--- src/rtl/demux_nway_pkg.sv ---
// demux_nway_pkg: shared width helper and output-register state type for the width converters.
package demux_nway_pkg;
   typedef enum logic {OUT_EMPTY = 1'b0, OUT_FULL = 1'b1} out_state_t;
   function automatic int min_w(input int n);
      return (n < 2) ? 1 : $clog2(n);
   endfunction
endpackage

--- src/rtl/demux_nway_outreg.sv ---
// demux_nway_outreg: one-entry output holding register with valid/ready hold logic.
module demux_nway_outreg
   import demux_nway_pkg::*;
#(
   parameter int W  = 16,
   parameter int CW = 3
) (
   input  logic          clk,
   input  logic          rst,
   input  logic          load,
   input  logic [W-1:0]  load_data,
   input  logic [CW-1:0] load_count,
   input  logic          ready,
   output logic          valid,
   output logic [W-1:0]  data,
   output logic [CW-1:0] count,
   output logic          can_load
);
   out_state_t state;
   assign valid    = state == OUT_FULL;
   // A load may land on the same edge the held word is accepted.
   assign can_load = state == OUT_EMPTY || ready;
   always_ff @(posedge clk or posedge rst)
      if (rst) begin
         state <= OUT_EMPTY;
         data  <= '0;
         count <= '0;
      end else if (load) begin
         state <= OUT_FULL;
         data  <= load_data;
         count <= load_count;
      end else if (ready)
         state <= OUT_EMPTY;
endmodule

--- src/rtl/demux_nway.sv ---
// demux_nway: packs RATIO narrow words from a show-ahead FIFO into one wide valid/ready word.
// Define DEMUX_NWAY_FLUSH_EN to let i_last_in close a partially filled word early.
module demux_nway
   import demux_nway_pkg::*;
#(
   parameter int WIDTH_IN  = 4,
   parameter int RATIO     = 4,
   parameter int WIDTH_OUT = WIDTH_IN * RATIO,
   parameter int CNT_W     = $clog2(RATIO + 1)
) (
   input  logic                 clk,
   input  logic                 rst,
   input  logic [WIDTH_IN-1:0]  i_data_in,
   input  logic                 i_empty_in,
   input  logic                 i_last_in,
   output logic                 i_read_en,
   output logic [WIDTH_OUT-1:0] o_data_out,
   output logic                 o_valid_out,
   input  logic                 o_ready_in,
   output logic [CNT_W-1:0]     o_count_out
);
   localparam int LW = min_w(RATIO);
   localparam logic [LW-1:0] LAST = LW'(RATIO - 1);
   logic [LW-1:0]        lane_idx;
   logic [WIDTH_OUT-1:0] acc, merged;
   logic                 completes, can_load;
`ifdef DEMUX_NWAY_FLUSH_EN
   assign completes = lane_idx == LAST || i_last_in;
`else
   assign completes = lane_idx == LAST;
`endif
   assign i_read_en = ~rst & ~i_empty_in & (~completes | can_load);
   always_comb begin
      merged = acc;
      merged[lane_idx * WIDTH_IN +: WIDTH_IN] = i_data_in;
   end
   always_ff @(posedge clk or posedge rst)
      if (rst) begin
         lane_idx <= '0;
         acc      <= '0;
      end else if (i_read_en) begin
         lane_idx <= completes ? '0 : lane_idx + LW'(1);
         acc      <= completes ? '0 : merged;
      end
   demux_nway_outreg #(.W(WIDTH_OUT), .CW(CNT_W)) u_outreg (
      .clk        (clk),
      .rst        (rst),
      .load       (i_read_en & completes),
      .load_data  (merged),
      .load_count (CNT_W'(lane_idx) + CNT_W'(1)),
      .ready      (o_ready_in),
      .valid      (o_valid_out),
      .data       (o_data_out),
      .count      (o_count_out),
      .can_load   (can_load)
   );
endmodule

--- config.mk ---
export PLATFORM = sky130hd
export DESIGN_NAME = demux_nway
export DESIGN_NICKNAME = d
export VERILOG_FILES = /design/src/rtl/demux_nway_pkg.sv /design/src/rtl/demux_nway_outreg.sv /design/src/rtl/demux_nway.sv
export SDC_FILE = /design/constraint.sdc
export NUM_CORES = 1
export LEC_CHECK = 0
export CORE_MARGIN = 2
export CORE_UTILIZATION = 56
export CTS_CLUSTER_DIAMETER = 60
export DETAILED_ROUTE_END_ITERATION = 12
export PLACE_DENSITY = 0.83
export SLEW_MARGIN = 20
export SYNTH_ARGS = -nofsm -noshare
export SYNTH_HDL_FRONTEND = slang
export SYNTH_HIERARCHICAL = 1
export SYNTH_SLANG_ARGS = --single-unit
--- constraint.sdc ---
create_clock -name clk -period 3.1 [get_ports clk]
set_input_delay 0.62 -clock clk [delete_from_list [all_inputs] [get_ports clk]]
set_output_delay 0.62 -clock clk [all_outputs]
set_load 0.005 [all_outputs]
# After elaboration in Yosys (flattened, before gate mapping)
# Cells that the tools add are included.
[classes]
addsub = 3
n_mul = 0
div = 0
magnitude_cmp = 0
eq_ne = 1
shift = 2
muxes = 5
bitwise_logic = 8
reduce_logical = 2
[op_table]
columns = ["operator", "n"]
rows = [
  ["$neg A4 Y34", 1],
  ["$shift A4 B34 Y16 const A", 1],
  ["$shiftx A4 B34 Y16", 1],
  ["$bwmux W16", 1],
  ["$mux W16", 1],
  ["$not A1 Y1", 4],
  ["$add A2 B1 Y3 const B", 1],
  ["$and A1 B1 Y1", 3],
  ["$add A2 B1 Y2 const B", 1],
  ["$eq A2 B2 Y1 const B", 1],
  ["$mux W1", 2],
  ["$mux W2", 1],
  ["$reduce_bool A2 Y1", 1],
  ["$logic_or A1 B1 Y1", 1],
  ["$or A1 B1 Y1", 1],
]
[word_totals]
register_bits = 38
latch_bits = 0
ramBits = 0
mem_bits_ro = 0
output_inout_bits = 21
word_cells = 26
mem_count = 0

# Longest topological paths before layout
# Gate-level depths: netlist (run 1).
[logic_depth]
ltp_word = 6
mapped_depth = 6

# By module
# The synthesis (run 1) kept the hierarchy.
[modules_own_cells]
columns = ["mod", "instances", "cells_per_inst", "area_each_um2", "seq_area_each_um2"]
rows = [
  ["demux_nway", 1, 93, 1008.5, 450.4],
  ["demux_nway_outreg", 1, 44, 824.5, 500.5],
]

# Least setup slack after synthesis (run 1)
# OpenSTA, ideal clock, no wires.
[synth_timing]
path_kind = "register to register"
startpoint = "register lane_idx[0]"
endpoint = "register u_outreg.data[10]"
setup_ns = 0.064
t_arrival_ns = 1.747
slack_ns = 1.289
path_stages_with_launch = 7
period_less_slack_ns = 1.811
path_cell_list = "dfrtp_1 inv_1 ha_1 or3b_4 nor2_1 a22o_1 mux2_4"
[synth_via]
word_cells_on_any_way = 9
[synth_lines]
columns = ["element", "line", "rtl"]
rows = [
  ["start, declared", "demux_nway.sv:24", "logic [LW-1:0] lane_idx;"],
  ["start signal, assigned", "demux_nway.sv:42", "lane_idx <= completes ? '0 : lane_idx + LW'(1);"],
  ["$neg A4 Y34 (*)", "demux_nway.sv:35", "merged[lane_idx * WIDTH_IN +: WIDTH_IN] = i_data_in;"],
  ["$shiftx A4 B34 Y16 / $shift A4 B34 Y16 (equally long branches)", "demux_nway.sv:35", ""],
  ["$bwmux W16 (*)", "demux_nway.sv:35", ""],
  ["via merged[10]", "demux_nway.sv:25", "logic [WIDTH_OUT-1:0] acc, merged;"],
  ["end signal, assigned", "demux_nway_outreg.sv:30", "data <= load_data;"],
  ["end, declared", "demux_nway_outreg.sv:15", "output logic [W-1:0] data,"],
]
# Mark *: on every way through the listed nets, which the timed path passes. The rest lies on a longest branch.
# A chain may end at the register's enable or synchronous reset.

# Worst setup path after layout (run 1)
[layout_timing]
startpoint = "input rst"
endpoint = "output i_read_en"
[layout_via]
elab_chain_len = 3
[layout_lines]
columns = ["element", "line", "rtl"]
rows = [
  ["start, declared", "demux_nway.sv:12", "input logic rst,"],
  ["$not A1 Y1", "demux_nway.sv:32", "assign i_read_en = ~rst & ~i_empty_in & (~completes | can_load);"],
  ["$and A1 B1 Y1 (2 in series)", "demux_nway.sv:32", ""],
  ["end, declared", "demux_nway.sv:16", "output logic i_read_en,"],
]
# No other way between the ends.

==> results of run 1 <==
==> layer usage <==
metal / vias up / wire length, um / GRT usage, %
met2: 37 / 1813 / 37.23
met5: - / 0 / 0
met1: 617 / 1649 / 31.23
met4: 0 / 89 / 11.18
li1: 558 / - / -
met3: 12 / 198 / 6.933
==> layout make-up <==
cell class	count	area share (%)
multi-input combinational	86	36.41
sequential	38	42.32
clock inverter	1	1.336
timing repair buffer	29	13.36
tap	44	2.450
inverter	11	1.837
clock buffer	6	2.283
==> worst register-to-register path, stage by stage, from the launching register on <==
cell and delay, ns:
dfrtp_1 0.47, ha_1 0.37, and2_1 0.24, and2_1 0.37, buf_12 0.23, mux2_4 0.32
==> stage by stage <==
| step | hold slack [ns] | setup WS [ns] | power (mW) | utilization, % | std cells |
|---|---|---|---|---|---|
| final | 0.5133 | 0.3325 | 1.655 | 73.01 | 215 |
| after global routing | 0.5339 | 0.2196 | 1.760 | 73.01 | 215 |
| after CTS | 0.5182 | 0.3248 | 1.664 | 73.01 | 215 |
| after detailed placement | 0.4880 | 0.3349 | 1.315 | 70.37 | 208 |
| after global placement | 0.4825 | 0.3996 | 1.292 | 70.37 | 208 |
| after floorplan | 0.4647 | 1.289 | 1.066 | - | 137 |
==> state kept, by name, indices dropped and copies added (netlist names) <==
name and cells:
acc 16, u_outreg/data 16, u_outreg/count 3, lane_idx 2, u_outreg/valid 1
==> synthesized netlist by cell type, types with 2 or more instances <==
library cell | n | share of area (%)
a22o_1 | 20 | 9.6
a22o_2 | 4 | 2.2
and2_1 | 2 | 0.68
buf_6 | 2 | 1.2
dfrtp_1 | 38 | 52
ha_1 | 5 | 3.4
inv_1 | 11 | 2.3
mux2_4 | 19 | 16
nand2_1 | 6 | 1.2
nand2b_1 | 3 | 1.0
nor2_1 | 3 | 0.61
nor2b_1 | 7 | 2.4
nor3_4 | 2 | 1.8
o21ai_0 | 7 | 1.9
==> path summary, 6_finish.rpt <==
| check | start | endpoint | slack [ns] | cells after the start |
|---|---|---|---|---|
| max in group asynchronous | rst | u_outreg/data[10] | 1.79 | 2 |
| min in group asynchronous | rst | acc[2] | 0.77 | 2 |
| hold / removal | acc[10] | acc[10] | 0.51 | 1 |
| setup reg to reg | lane_idx[0] | u_outreg/count[0] | 0.99 | 5 |
| hold reg to reg | acc[10] | acc[10] | 0.51 | 1 |
| setup / recovery | rst | i_read_en | 0.33 | 4 |
==> power by group <==
part	internal, mW	total (mW)	leakage [nW]	switching (mW)
registers	0.614	0.689	0.518	0.0759
logic	0.367	0.620	0.483	0.253
clock network	0.188	0.346	0.0443	0.158
total	1.17	1.66	1.05	0.487
==> logic make-up after synthesis <==
family | share of synthesized area, %
flip-flops | 51.88
adder cells (fa/ha/maj) | 3.413
AO/OA/AOI/OAI | 14.06
multiplexers | 16.72
AND/OR/NAND/NOR | 10.44
buffers and inverters | 3.481
==> reports/metrics.csv, run 1 <==
stage,metric,value,unit
drt,Pre-antenna DRT Iters,4,
place,Detailed Place HPWL,2573,um
drt,drt drc,0,
cells_and_area,Fillers,221,
setup_path,Crit path largest cell delay,0.53,ns
floorplanning,die width,61.21,um
clock_network,root buffer selected by CTS,clkbuf_4,
sta,Tcrit/Tclk final,89.28,%
clock_network,CTS tree,yes,
pwr,Pleak,1.045,nW
yosys,"flops & latches, synth",38,
place,routability cong.,0.7798,
clock_network,Post-CTS Setup Bufs,0,
sta,Slew @ Worst Pin,0.7903,ns
global_routing,vias in the first global route,1307,
clock_network,clock-pin slew on the worst setup and hold paths,0.10,ns
drt,initial drt markers,40,
drt,Antenna Nets Post-Route,0,
sta,minimum clock period,2.768,ns
cells_and_area,Area Growth Syn to Fin,22.59,%
cells_and_area,"most common cell after layout, fill and taps aside",dfrtp_1,
global_routing,largest net degree at the start of global routing,21,
drt,routed wire length,3751,um
place,Area after DPL,0.002166,mm^2
cells_and_area,ant diodes,0,
drt,wire length per cell,17.45,um
sta,final setup vio count,0,
clock_network,CTS Buffer Depth,2,
setup_path,CP Buf/Inv Count,2,
sta,unrepaired setup endpoints after global routing,false,
setup_path,crit-path cells,clkdlybuf4s50_1 -> nor2_1 -> o21a_1 -> clkdlybuf4s50_1,
floorplanning,Die Span Y,61.21,um
cells_and_area,count of nets after finishing,185,
status,status,"finished, final reports clean",
setup_path,startpoint types,input port,
yosys,Yosys warning count,6,
yosys,number of synthesized flops with an enable pin,0,
place,number of port buffers,28,
global_routing,global-route wire length before repair,6361,um
sta,Layout Skew,0.008693,ns
floorplanning,FP Rows,20,
floorplanning,core area,0.003078,mm^2
global_routing,GRT Util Overall,24.02,%
yosys,register area share after synthesis,51.88,%
global_routing,total grt overflow,0,
clock_network,H-tree depth,2,
cells_and_area,Reg area,950.9,um^2
yosys,Yosys cell types,22,
setup_path,kind of critical path,input port to output pin,
drt,via count,1224,
setup_path,slowest CP cell,clkdlybuf4s50_1,
sta,highest clock rate,0.3613,GHz
cells_and_area,fin area,0.002247,mm^2
cells_and_area,Multi-input gate area,818.3,um^2
floorplanning,DIE AREA,0.003747,mm^2
clock_network,cts bufs inserted,5,
setup_path,Arrival @ worst endpoint,2.15,ns
cells_and_area,share of layout cells above drive strength 1,22.22,%
setup_path,Critical Path RT,2.48,ns
setup_path,"Largest delay share family, worst path",buffers and inverters,
cells_and_area,most frequent cells in the layout,"dfrtp_1, clkdlybuf4s50_1, a22o_1, mux2_4, inv_1",
sta,Final Hold Vio Count,0,
floorplanning,initial core utilization,59.55,%
floorplanning,I/O pins,30,
clock_network,# resized after CTS,0,
run,max-cap viol count,0,
clock_network,Post-CTS Hold Buffers,0,
drt,via/cell ratio,5.693,
clock_network,CTS Sinks,38,
pwr,PD cells,736.5,mW/mm^2
setup_path,"most used cell, CP",clkdlybuf4s50_1,
yosys,ys async rst share,100.0,%
worst_hold_path,HP Class,flop to flop,
pwr,worst vdd ir,539.2,uV
yosys,syn_area_per_cell,13.38,um^2
yosys,top_reg_cell synth,dfrtp_1,
sta,Final Max Slew Viols,0,
yosys,post-synthesis cell area,0.001833,mm^2
setup_path,worst-path fanout max,5,
setup_path,CP endpoint kind,output pin,
yosys,cell count after synthesis,137,
global_routing,initial antenna violation count,0,
sta,slew margin rel.,47.26,%
sta,Fin Setup TNS,0,ns
clock_network,worst-skew pair later-pin latency,0.35,ns
yosys,"Net Count, Synth",151,
No activity file was read; power rests on OpenSTA's default activity.
==> inputs of run 2 (changes only) <==
--- a/config.mk
+++ b/config.mk
@@ -5,11 +5,12 @@
 export SDC_FILE = /design/constraint.sdc
 export NUM_CORES = 1
 export LEC_CHECK = 0
+export ABC_CLOCK_PERIOD_IN_PS = 2300
 export CORE_MARGIN = 2
-export CORE_UTILIZATION = 56
+export CORE_UTILIZATION = 47
 export CTS_CLUSTER_DIAMETER = 60
 export DETAILED_ROUTE_END_ITERATION = 12
-export PLACE_DENSITY = 0.83
+export PLACE_DENSITY = 0.74
 export SLEW_MARGIN = 20
 export SYNTH_ARGS = -nofsm -noshare
 export SYNTH_HDL_FRONTEND = slang
==> constraint.sdc (replaced) <==
create_clock -name clk -period 2.3 [get_ports clk]
set_input_delay 0.46 -clock clk [delete_from_list [all_inputs] [get_ports clk]]
set_output_delay 0.46 -clock clk [all_outputs]
set_load 0.005 [all_outputs]
==> reports/metrics.csv, run 2 (same netlist as run 1, synthesis figures left out) <==
stage,metric,value,unit
status,status,"finished, final reports clean",
drt,wire length per cell,16.54,um
global_routing,initial antenna violation count,0,
floorplanning,DIE AREA,0.004416,mm^2
global_routing,largest net degree at the start of global routing,21,
sta,Slew @ Worst Pin,0.7301,ns
sta,slew margin rel.,51.27,%
clock_network,Post-CTS Setup Bufs,0,
floorplanning,initial core utilization,49.33,%
place,Inst Count DP,218,
drt,Antenna Nets Post-Route,0,
clock_network,CTS Sinks,38,
sta,final setup margin,0.08690,ns
setup_path,Crit path largest cell delay,0.52,ns
cells_and_area,ant diodes,0,
sta,Tcrit/Tclk final,96.22,%
setup_path,Critical Path RT,1.84,ns
setup_path,startpoint types,input port,
setup_path,CP endpoint kind,output pin,
floorplanning,I/O pins,30,
clock_network,H-tree depth,2,
worst_hold_path,HP Class,flop to flop,
place,Area after DPL,0.002216,mm^2
clock_network,Post-CTS Hold Buffers,0,
clock_network,CTS tree,yes,
sta,hold slack,0.5044,ns
place,number of port buffers,28,
drt,initial drt markers,41,
clock_network,clock-pin slew on the worst setup and hold paths,0.07,ns
sta,minimum clock period,2.213,ns
global_routing,total grt overflow,0,
cells_and_area,fin area,0.002312,mm^2
cells_and_area,Util after Layout,62.22,%
setup_path,kind of critical path,input port to output pin,
setup_path,CP Buf/Inv Count,2,
clock_network,CTS Buffer Depth,2,
sta,unrepaired setup endpoints after global routing,false,
setup_path,slowest CP cell,clkdlybuf4s50_1,
cells_and_area,largest registers,"acc x16, u_outreg/data x16, u_outreg/count x3",
cells_and_area,most frequent cells in the layout,"dfrtp_1, clkdlybuf4s50_1, a22o_1, mux2_4, inv_1",
global_routing,global-route wire length before repair,6272,um
clock_network,worst-skew pair later-pin latency,0.30,ns
sta,highest clock rate,0.4519,GHz
global_routing,vias in the first global route,1243,
clock_network,root buffer selected by CTS,clkbuf_8,
setup_path,worst-path fanout max,3,
worst_hold_path,hold path cells,1,
pwr,worst vdd ir,578.8,uV
pwr,PD cells,978.0,mW/mm^2
run,max-cap viol count,0,
cells_and_area,"most common cell after layout, fill and taps aside",dfrtp_1,
clock_network,# resized after CTS,0,
cells_and_area,final cell count without fillers,226,
cells_and_area,count of nets after finishing,191,
place,routability cong.,0.7941,
floorplanning,Die Span Y,66.45,um
pwr,PnR Total Power,2.261,mW
setup_path,worst-case reg-to-reg path depth,6,
drt,routed wire length,3737,um
drt,via/cell ratio,5.389,
drt,drt drc,0,
pwr,Pleak,1.078,nW
sta,final setup vio count,0,
setup_path,Levels on crit path,4,
sta,Fin Setup TNS,0,ns
global_routing,GRT Util Overall,19.46,%
floorplanning,die width,66.45,um
place,Detailed Place HPWL,2729,um
setup_path,"Largest delay share family, worst path",buffers and inverters,
setup_path,"most used cell, CP",clkdlybuf4s50_1,
cells_and_area,Area Growth Syn to Fin,26.14,%
sta,Final Max Slew Viols,0,
sta,Final Hold Vio Count,0,
setup_path,crit-path cells,clkdlybuf4s50_1 -> nor2_1 -> o21a_1 -> clkdlybuf4s50_1,
drt,via count,1218,
drt,Pre-antenna DRT Iters,4,
floorplanning,core area,0.003716,mm^2
floorplanning,FP Rows,22,
place,Place WS,0.07348,ns
sta,Layout Skew,0.01153,ns
cells_and_area,share of layout cells above drive strength 1,26.40,%
clock_network,cts bufs inserted,5,
setup_path,Arrival @ worst endpoint,1.75,ns
## run 2: cell types whose count changed in the layout (fill, tap and decap cells not counted)
cell | before | now
clkbuf_4 | 5 | 0
inv_2 | 0 | 1
inv_1 | 11 | 10
clkbuf_8 | 1 | 6
buf_4 | 0 | 6
clkinvlp_4 | 0 | 1
dfrtp_2 | 0 | 1
clkinv_2 | 0 | 1
bufinv_16 | 1 | 0
dfrtp_1 | 38 | 37
## run 2: cell type report
type / instances / area (um^2)
repair buffers: 35 / 345.3
fillers: 283 / 1404
inverters: 11 / 41.29
well taps: 48 / 60.06
flip-flops and latches: 38 / 952.2
multi-input cells: 86 / 818.3
clock inverters: 2 / 12.51
clock buffers: 6 / 82.58
## run 2: final timing paths
check                             from                end  slack [ns]
setup / recovery            i_empty_in          i_read_en        0.09
hold / removal                  acc[7]             acc[7]        0.50
setup reg to reg           lane_idx[0]   u_outreg/data[9]        0.28
hold reg to reg                 acc[7]             acc[7]        0.50
max in group asynchronous          rst        lane_idx[0]        1.05
min in group asynchronous          rst  u_outreg/data[15]        0.59
## run 2: report_power, final
part           switching [mW]  leakage, nW  total (mW)  internal (mW)
combinational           0.343        0.513       0.851          0.509
sequential              0.106        0.517       0.935          0.829
clock                   0.234       0.0472       0.475          0.241
total                   0.682         1.08        2.26           1.58
## run 2: routing by layer
metal	share of wire, %	global-route usage, %	up-vias
li1	-	-	572
met1	47	25.85	607
met2	48	30.50	33
met3	4.5	4.730	6
met4	1.0	7.908	0
met5	0	0	-
## run 2: worst reg2reg max path: stages, from the launching register on
cell     delay (ns)
dfrtp_2        0.42
inv_1          0.13
ha_1           0.40
or3b_4         0.45
nor2_1         0.26
a22o_1         0.18
mux2_4         0.14
